$ cat src/rtl/program_loader.sv
// Serial byte loader: length byte, 3-byte little-endian words written to instruction memory, XOR checksum byte.
// One memory write per 3 accepted bytes plus one cycle; byte_ready gates every transfer and the loader waits indefinitely.
module program_loader #(
    parameter int DATA_WIDTH    = 20,
    parameter int ADDRESS_WIDTH = 8,
    parameter int MEM_SIZE      = 256
) (
    input  logic                     clk,
    input  logic                     rst,
    input  logic                     start,
    input  logic                     byte_valid,
    input  logic [7:0]               byte_data,
    output logic                     byte_ready,
    output logic                     imem_we,
    output logic [ADDRESS_WIDTH-1:0] imem_addr,
    output logic [DATA_WIDTH-1:0]    imem_wdata,
    output logic                     cpu_rst_n,
    output logic                     done,
    output logic                     error
);

    typedef enum logic [3:0] {
        S_IDLE, S_LEN, S_B0, S_B1, S_B2, S_WRITE, S_CHK, S_DONE, S_ERR
    } state_t;

    state_t                   r_state;
    state_t                   w_next;
    logic [7:0]               r_len;
    logic [7:0]               r_b0;
    logic [7:0]               r_b1;
    logic [7:0]               r_csum;
    logic [ADDRESS_WIDTH:0]   r_cnt;
    logic [ADDRESS_WIDTH-1:0] r_addr;
    logic [DATA_WIDTH-1:0]    r_wdata;

    logic                     w_accept;
    logic                     w_start_go;
    logic                     w_len_bad;
    logic                     w_b2_bad;
    logic                     w_last_word;
    logic [ADDRESS_WIDTH:0]   w_cnt_inc;
    logic [DATA_WIDTH-1:0]    w_word;

    assign w_accept    = byte_valid & byte_ready;
    assign w_start_go  = start & ((r_state == S_IDLE) | (r_state == S_DONE) | (r_state == S_ERR));
    assign w_len_bad   = (byte_data == 8'd0) || (int'(byte_data) > MEM_SIZE);
    // Third byte may only carry the bits that fit above bit 15 of the word.
    assign w_b2_bad    = |(byte_data >> (DATA_WIDTH - 16));
    assign w_cnt_inc   = r_cnt + 1'b1;
    assign w_last_word = (int'(w_cnt_inc) == int'(r_len));
    assign w_word      = {byte_data[DATA_WIDTH-17:0], r_b1, r_b0};

    assign imem_we    = (r_state == S_WRITE);
    assign imem_addr  = r_addr;
    assign imem_wdata = r_wdata;
    assign done       = (r_state == S_DONE);
    assign error      = (r_state == S_ERR);
    assign cpu_rst_n  = (r_state == S_DONE);

    always_ff @(posedge clk or posedge rst) begin
        if (rst) begin
            r_state <= S_IDLE;
        end else begin
            r_state <= w_next;
        end
    end

    always_comb begin
        w_next     = r_state;
        byte_ready = 1'b0;
        case (r_state)
            S_IDLE, S_DONE, S_ERR: begin
                if (start) w_next = S_LEN;
            end
            S_LEN: begin
                byte_ready = 1'b1;
                if (w_accept) w_next = w_len_bad ? S_ERR : S_B0;
            end
            S_B0: begin
                byte_ready = 1'b1;
                if (w_accept) w_next = S_B1;
            end
            S_B1: begin
                byte_ready = 1'b1;
                if (w_accept) w_next = S_B2;
            end
            S_B2: begin
                byte_ready = 1'b1;
                if (w_accept) w_next = w_b2_bad ? S_ERR : S_WRITE;
            end
            S_WRITE: begin
                w_next = w_last_word ? S_CHK : S_B0;
            end
            S_CHK: begin
                byte_ready = 1'b1;
                if (w_accept) w_next = (byte_data == r_csum) ? S_DONE : S_ERR;
            end
            default: w_next = S_IDLE;
        endcase
    end

    always_ff @(posedge clk or posedge rst) begin
        if (rst) begin
            r_len   <= '0;
            r_b0    <= '0;
            r_b1    <= '0;
            r_csum  <= '0;
            r_cnt   <= '0;
            r_addr  <= '0;
            r_wdata <= '0;
        end else begin
            if (w_start_go) begin
                r_cnt  <= '0;
                r_csum <= '0;
            end
            if (w_accept) begin
                case (r_state)
                    S_LEN: r_len <= byte_data;
                    S_B0: begin
                        r_b0   <= byte_data;
                        r_csum <= r_csum ^ byte_data;
                    end
                    S_B1: begin
                        r_b1   <= byte_data;
                        r_csum <= r_csum ^ byte_data;
                    end
                    S_B2: begin
                        r_csum <= r_csum ^ byte_data;
                        // Address/data latch on entry to WRITE and then hold until the next word.
                        if (!w_b2_bad) begin
                            r_addr  <= r_cnt[ADDRESS_WIDTH-1:0];
                            r_wdata <= w_word;
                        end
                    end
                    default: ;
                endcase
            end
            if (r_state == S_WRITE) r_cnt <= w_cnt_inc;
        end
    end

endmodule

$ cat config.mk
export PLATFORM = sky130hd
export DESIGN_NAME = program_loader
export DESIGN_NICKNAME = d
export VERILOG_FILES = /design/src/rtl/program_loader.sv
export SDC_FILE = /design/constraint.sdc
export NUM_CORES = 1
export LEC_CHECK = 0
export CORE_UTILIZATION = 50
export DETAILED_ROUTE_END_ITERATION = 6
export PLACE_DENSITY = 0.78
export REMOVE_ABC_BUFFERS = 1
export SETUP_SLACK_MARGIN = 0.02
export SKIP_LAST_GASP = 1
export SYNTH_ARGS = -nofsm -noshare
export SYNTH_HDL_FRONTEND = slang
export SYNTH_SLANG_ARGS = --single-unit
$ cat constraint.sdc
create_clock -name clk -period 3.8 [get_ports clk]
set_input_delay 0.95 -clock clk [delete_from_list [all_inputs] [get_ports clk]]
set_output_delay 0.95 -clock clk [all_outputs]
set_load 0.02 [all_outputs]
==> results.json, run 1 <==
{
  "status": "complete, no violations",
  "reg2reg_from": "r_state[2]",
  "routed_wl_um": 7242,
  "vias": 2471,
  "drive_gt1_share_pct": 23.92,
  "syn_area_mm2": 0.003483,
  "drt_pass1_iterations": 4,
  "pin_count": 45,
  "die_w_um": 85.47,
  "pwr-share-clk_pct": 24.0,
  "synth-seq-cells": 73,
  "cts-root-buf": "clkbuf_8",
  "synth.most_common_cell": "dfrtp_1",
  "seq_area_frac_synth_pct": 52.44,
  "placed_cell_area_mm2": 0.004026,
  "relSlewSlack_pct": 48.06,
  "final-setup-viol-count": 0,
  "async_reset_ff_share_pct": 100.0,
  "grt_pass1_vias": 2421,
  "synth.largest_area_cell": "dfrtp_1",
  "placementRows": 30,
  "place_hpwl_um": 5011,
  "p_sw_mw": 0.9035,
  "p_int_mw": 1.863,
  "tightest_slew_ns": 0.7791,
  "dieArea_mm2": 0.007304,
  "grt_setup_unrepaired": "false",
  "start_kind": "register",
  "clock_latency_ns": 0.35,
  "crit_type": "reg2out",
  "rr_worst_depth": 5,
  "synth-edff-count": 0,
  "cts_setup_buffers": 0,
  "wl_per_cell_um": 16.96,
  "synth-warning-count": 0,
  "period_minus_slack_ns": 3.183,
  "cap_violations": 0,
  "fin_tns_setup_ns": 0,
  "swShare_pct": 32.66,
  "port_buffers": 44,
  "yosysTopAreaCellShare_pct": 52.44,
  "drc": 0,
  "dp_cells": 411,
  "coreArea_mm2": 0.006756,
  "end_kind": "output pin",
  "area_growth_syn_to_layout_pct": 21.91,
  "hp-class": "reg2reg",
  "worstPathRequired_ns": 2.85,
  "cts.htree.levels": 3,
  "grt_pass1_wl_um": 12130,
  "gp_congestion": 0.8373,
  "drt_iter0_drc": 197,
  "antennaDiodeCount": 0,
  "r2r-end": "r_csum[1]",
  "yosys.cell_types.count": 50,
  "postCtsResizedCells": 0,
  "antenna_found_initial": 0,
  "grt_use_total_pct": 21.83,
  "cp_max_fo": 18,
  "grt_max_degree": 30,
  "grt.overflow.total": 0,
  "clockBufferDepth": 2,
  "rrSetupSlack_ns": 1.60,
  "pwr-share-comb_pct": 33.3,
  "cp.arrival_ns": 2.23,
  "synth.avg_cell_area_um2": 11.93,
  "cts_tree": "done",
  "setup.worst_path.end": "imem_we",
  "hold_buffers": 0,
  "numCtsBuffers": 9,
  "min_from": "r_b1[2]",
  "synthTopCellsByCount": "dfrtp_1 (73), mux2_2 (53), o21ai_0 (23), xnor2_1 (16)",
  "final_max_slew_viol_count": 0,
  "ant_nets": 0,
  "worstSetupStartpoint": "r_state[0]",
  "finalHoldViolCount": 0,
  "leakage_nw": 1.836,
  "initial_core_util_pct": 51.56,
  "synth_cells": 292,
  "clk_pin_slew_ns": 0.08,
  "nets": 355,
  "avgViaCountPerCell": 5.787,
  "ir_worst_vdd_uv": 381.6,
  "final_cell_count_no_fill": 427,
  "power_density_mw_per_mm2": 651.4,
  "synthTopCellsByArea": "dfrtp_1 (52%), mux2_2 (17%), xnor2_1 (4.0%), o21ai_0 (3.3%), o2bb2ai_1 (2.0%)",
  "die_h_um": 85.47,
  "period_share_pct": 83.77,
  "synth_ff_type": "dfrtp_1",
  "fmax_ghz": 0.3142,
  "fin_skew_ns": 0.009781,
  "cts_sinks": 73,
  "seqPwrFrac_pct": 42.6,
  "fin_area_mm2": 0.004247
}
## power by group through the flow
stage               registers (mW)  clock network (mW)  logic (mW)
finish                        1.18               0.664       0.923
global route                  1.21               0.716        1.01
CTS                           1.18               0.679       0.926
detailed placement            1.19                   0       0.920
global placement              1.18                   0       0.886
floorplan                     1.20                   0       0.598
## per-layer routing
metal	vias up	routed length [µm]	track usage, %
met5	-	0	0
met4	0	129	8.939
li1	1150	-	-
met2	72	3495	34.11
met3	11	363	5.350
met1	1238	3254	29.31
## layout make-up
| type | instances | area (µm²) |
|---|---|---|
| clock buffer | 11 | 141.4 |
| multi-input combinational | 198 | 1556 |
| sequential | 73 | 1827 |
| inverter | 8 | 30.03 |
| timing repair buffer | 52 | 513.0 |
| tap | 80 | 100.1 |
| fill | 550 | 2510 |
| clock inverter | 5 | 78.83 |
## sequential cells by signal, indices dropped and copies added (netlist names)
register and count:
r_csum 8, r_b0 8, imem_addr 8, r_cnt 9, r_len 8, r_b1 8
r_state 4, imem_wdata 20
## logic make-up after synthesis
family,share of synthesized area [%]
xor+xnor,5.783
fa+ha+maj,0.3591
buf+inv,2.874
compound gates,10.99
flops,52.44
mux,17.42
simple gates,10.13
## worst min path at each step
stage / to / slack (ns) / cells after the start
4_1_cts: r_b1[6] / 0.51 / 1
5_1_grt: imem_wdata[10] / 0.53 / 1
3_3_place_gp: imem_wdata[0] / 0.48 / 1
3_5_place_dp: r_b1[6] / 0.49 / 1
2_1_floorplan: r_cnt[8] / 0.47 / 1
6_report: imem_wdata[10] / 0.51 / 1
## per-stage QoR
stage	worst slack [ns]	power, mW	util (%)	hold slack [ns]
3_3_place_gp	0.6279	2.063	59.59	0.4817
5_1_grt	0.4493	2.932	62.85	0.5257
6_report	0.6169	2.766	62.85	0.5082
4_1_cts	0.6088	2.785	62.85	0.5085
3_5_place_dp	0.5457	2.112	59.59	0.4924
2_1_floorplan	0.9110	1.797	-	0.4700
## cells in the final DEF, fill, tap and decap left out, types with 2 or more instances in the layout
| cell type | n |
|---|---|
| a21oi_1 | 2 |
| o211ai_1 | 2 |
| and3_1 | 3 |
| nor2b_1 | 3 |
| mux2_2 | 53 |
| buf_4 | 7 |
| nand2b_1 | 11 |
| inv_1 | 6 |
| dfrtp_1 | 73 |
| nand3_1 | 5 |
| nand2_1 | 14 |
| clkbuf_8 | 10 |
| nor2_1 | 14 |
| nor3_1 | 2 |
| bufinv_16 | 2 |
| clkinv_2 | 2 |
| o21ai_0 | 23 |
| clkdlybuf4s50_1 | 44 |
| nand4_1 | 3 |
| o41ai_1 | 2 |
| xor2_1 | 7 |
| or4_1 | 2 |
| xnor2_1 | 16 |
| a31oi_1 | 2 |
| o2bb2ai_1 | 8 |
| inv_2 | 2 |
| o32ai_1 | 2 |
## worst max-delay path, stage by stage (launching register included)
cell             delay [ns]
dfrtp_1                0.32
buf_4                  0.20
nor2b_1                0.29
nand3_2                0.25
inv_2                  0.21
clkdlybuf4s50_1        0.62
Power figures use the tool's default switching activity.
==> run 2, diff against run 1 <==
Settings changed: PLACE_DENSITY 0.78 to 0.81.
Clock period 3.8 ns to 2.9 ns, I/O delays scaled along.
==> results.json, run 2 (synthesis results as in run 1) <==
{
  "crit_type": "reg2out",
  "worstPathRequired_ns": 2.17,
  "drt_pass1_iterations": 4,
  "grt_pass1_vias": 2541,
  "fmax_ghz": 0.3716,
  "power_density_mw_per_mm2": 838.6,
  "hp-class": "reg2reg",
  "cts_setup_buffers": 0,
  "cap_violations": 0,
  "initial_core_util_pct": 51.56,
  "final_max_slew_viol_count": 0,
  "routed_wl_um": 7431,
  "final_cell_count_no_fill": 438,
  "grtUsageMet3_pct": 5.447,
  "finalHoldViolCount": 0,
  "cp.arrival_ns": 1.97,
  "grt.overflow.total": 0,
  "leakage_nw": 1.882,
  "postCtsResizedCells": 0,
  "drt_iter0_drc": 108,
  "avgViaCountPerCell": 5.767,
  "wl_per_cell_um": 16.97,
  "grtUsageMet1_pct": 30.59,
  "cp_max_fo": 8,
  "antenna_found_initial": 0,
  "placed_cell_area_mm2": 0.004121,
  "grt_setup_unrepaired": "false",
  "drive_gt1_share_pct": 26.54,
  "fin_skew_ns": 0.006712,
  "final-setup-viol-count": 0,
  "cts_tree": "done",
  "use_met2_pct": 35.13,
  "relSlewSlack_pct": 64.26,
  "clk_pin_slew_ns": 0.08,
  "post-route-util_pct": 63.98,
  "clock_latency_ns": 0.35,
  "layout_common_cells": "dfrtp_1 (73), mux2_2 (53), clkdlybuf4s50_1 (44), o21ai_0 (23), buf_4 (17)",
  "antennaDiodeCount": 0,
  "cts.htree.levels": 3,
  "period_minus_slack_ns": 2.691,
  "die_h_um": 85.47,
  "grt_pass1_wl_um": 12680,
  "gp_congestion": 0.8209,
  "status": "complete, no violations",
  "hold_buffers": 0,
  "grt_use_total_pct": 22.59,
  "fin_tns_setup_ns": 0,
  "placementRows": 30,
  "place_hpwl_um": 5012,
  "pin_count": 45,
  "numCtsBuffers": 9,
  "cts-root-buf": "clkbuf_8",
  "ir_worst_vdd_uv": 563.8,
  "drc": 0,
  "largest_reg_flops": 20,
  "port_buffers": 44,
  "start_kind": "register",
  "cts_sinks": 73,
  "tightest_slew_ns": 0.5346,
  "ant_nets": 0,
  "dp_cells": 422,
  "die_w_um": 85.47,
  "final_common_cell": "dfrtp_1",
  "dieArea_mm2": 0.007304,
  "area_growth_syn_to_layout_pct": 24.10,
  "fin_total_pwr_mw": 3.625,
  "end_kind": "output pin",
  "nets": 366,
  "fin_area_mm2": 0.004323,
  "period_share_pct": 92.81,
  "vias": 2526,
  "coreArea_mm2": 0.006756,
  "grt_max_degree": 74,
  "grt.busiest_layer": "met2",
  "clockBufferDepth": 2
}
-- run 2: changes by cell type in the layout (fill, tap and decap cells not counted), sizes merged --
cell      before  now
buf            8   19
bufinv         2    1
clkbuf        11    9
clkinvlp       0    1
inv            8   10
-- run 2: area by class of cell --
| cell class | instances | area, µm² |
|---|---|---|
| clock buffers | 9 | 123.9 |
| clock inverters | 7 | 77.57 |
| fillers | 524 | 2434 |
| inverters | 8 | 30.03 |
| multi-input cells | 198 | 1556 |
| flip-flops and latches | 73 | 1827 |
| well taps | 80 | 100.1 |
| repair buffers | 63 | 608.1 |
-- run 2: per-stage QoR --
step,hold slack [ns],worst slack (ns)
floorplan,0.4700,0.2360
global placement,0.4817,0.1314
detailed placement,0.4893,0.09679
CTS,0.5049,0.1970
global route,0.5251,0.1077
finish,0.5063,0.2086
-- run 2: report_power, final --
part / internal, mW / switching [mW] / total [mW]
sequential: 1.31 / 0.223 / 1.53
combinational: 0.666 / 0.613 / 1.28
clock: 0.405 / 0.408 / 0.813
-- run 2: final timing paths --
path	end	cells after the start	from	slack, ns
worst max-delay path	imem_we	4	r_state[3]	0.21
worst min-delay path	r_cnt[8]	1	r_cnt[8]	0.51
worst max register to register	r_csum[6]	6	r_state[2]	0.61
worst min register to register	r_cnt[8]	1	r_cnt[8]	0.51
max in group asynchronous	imem_wdata[2]	3	rst	1.83
min in group asynchronous	imem_wdata[10]	3	rst	0.77
-- run 2: routing by layer --
| layer | wire length, µm | part of all wire (%) |
|---|---|---|
| met3 | 381 | 5.1 |
| met2 | 3498 | 47 |
| met1 | 3417 | 46 |
| met5 | 0 | 0 |
| met4 | 133 | 1.8 |
-- run 2: worst max-delay path, stage by stage (launching register included) --
cell,delay (ns)
dfrtp_1,0.48
nor2b_1,0.26
nand3_2,0.11
inv_2,0.15
clkdlybuf4s50_1,0.62
==> run 3, diff against run 2 <==
Settings changed: GPL_TIMING_DRIVEN set to 1.
==> results of run 3 <==
Final layout, timing and power as in run 2 (identical DEF).
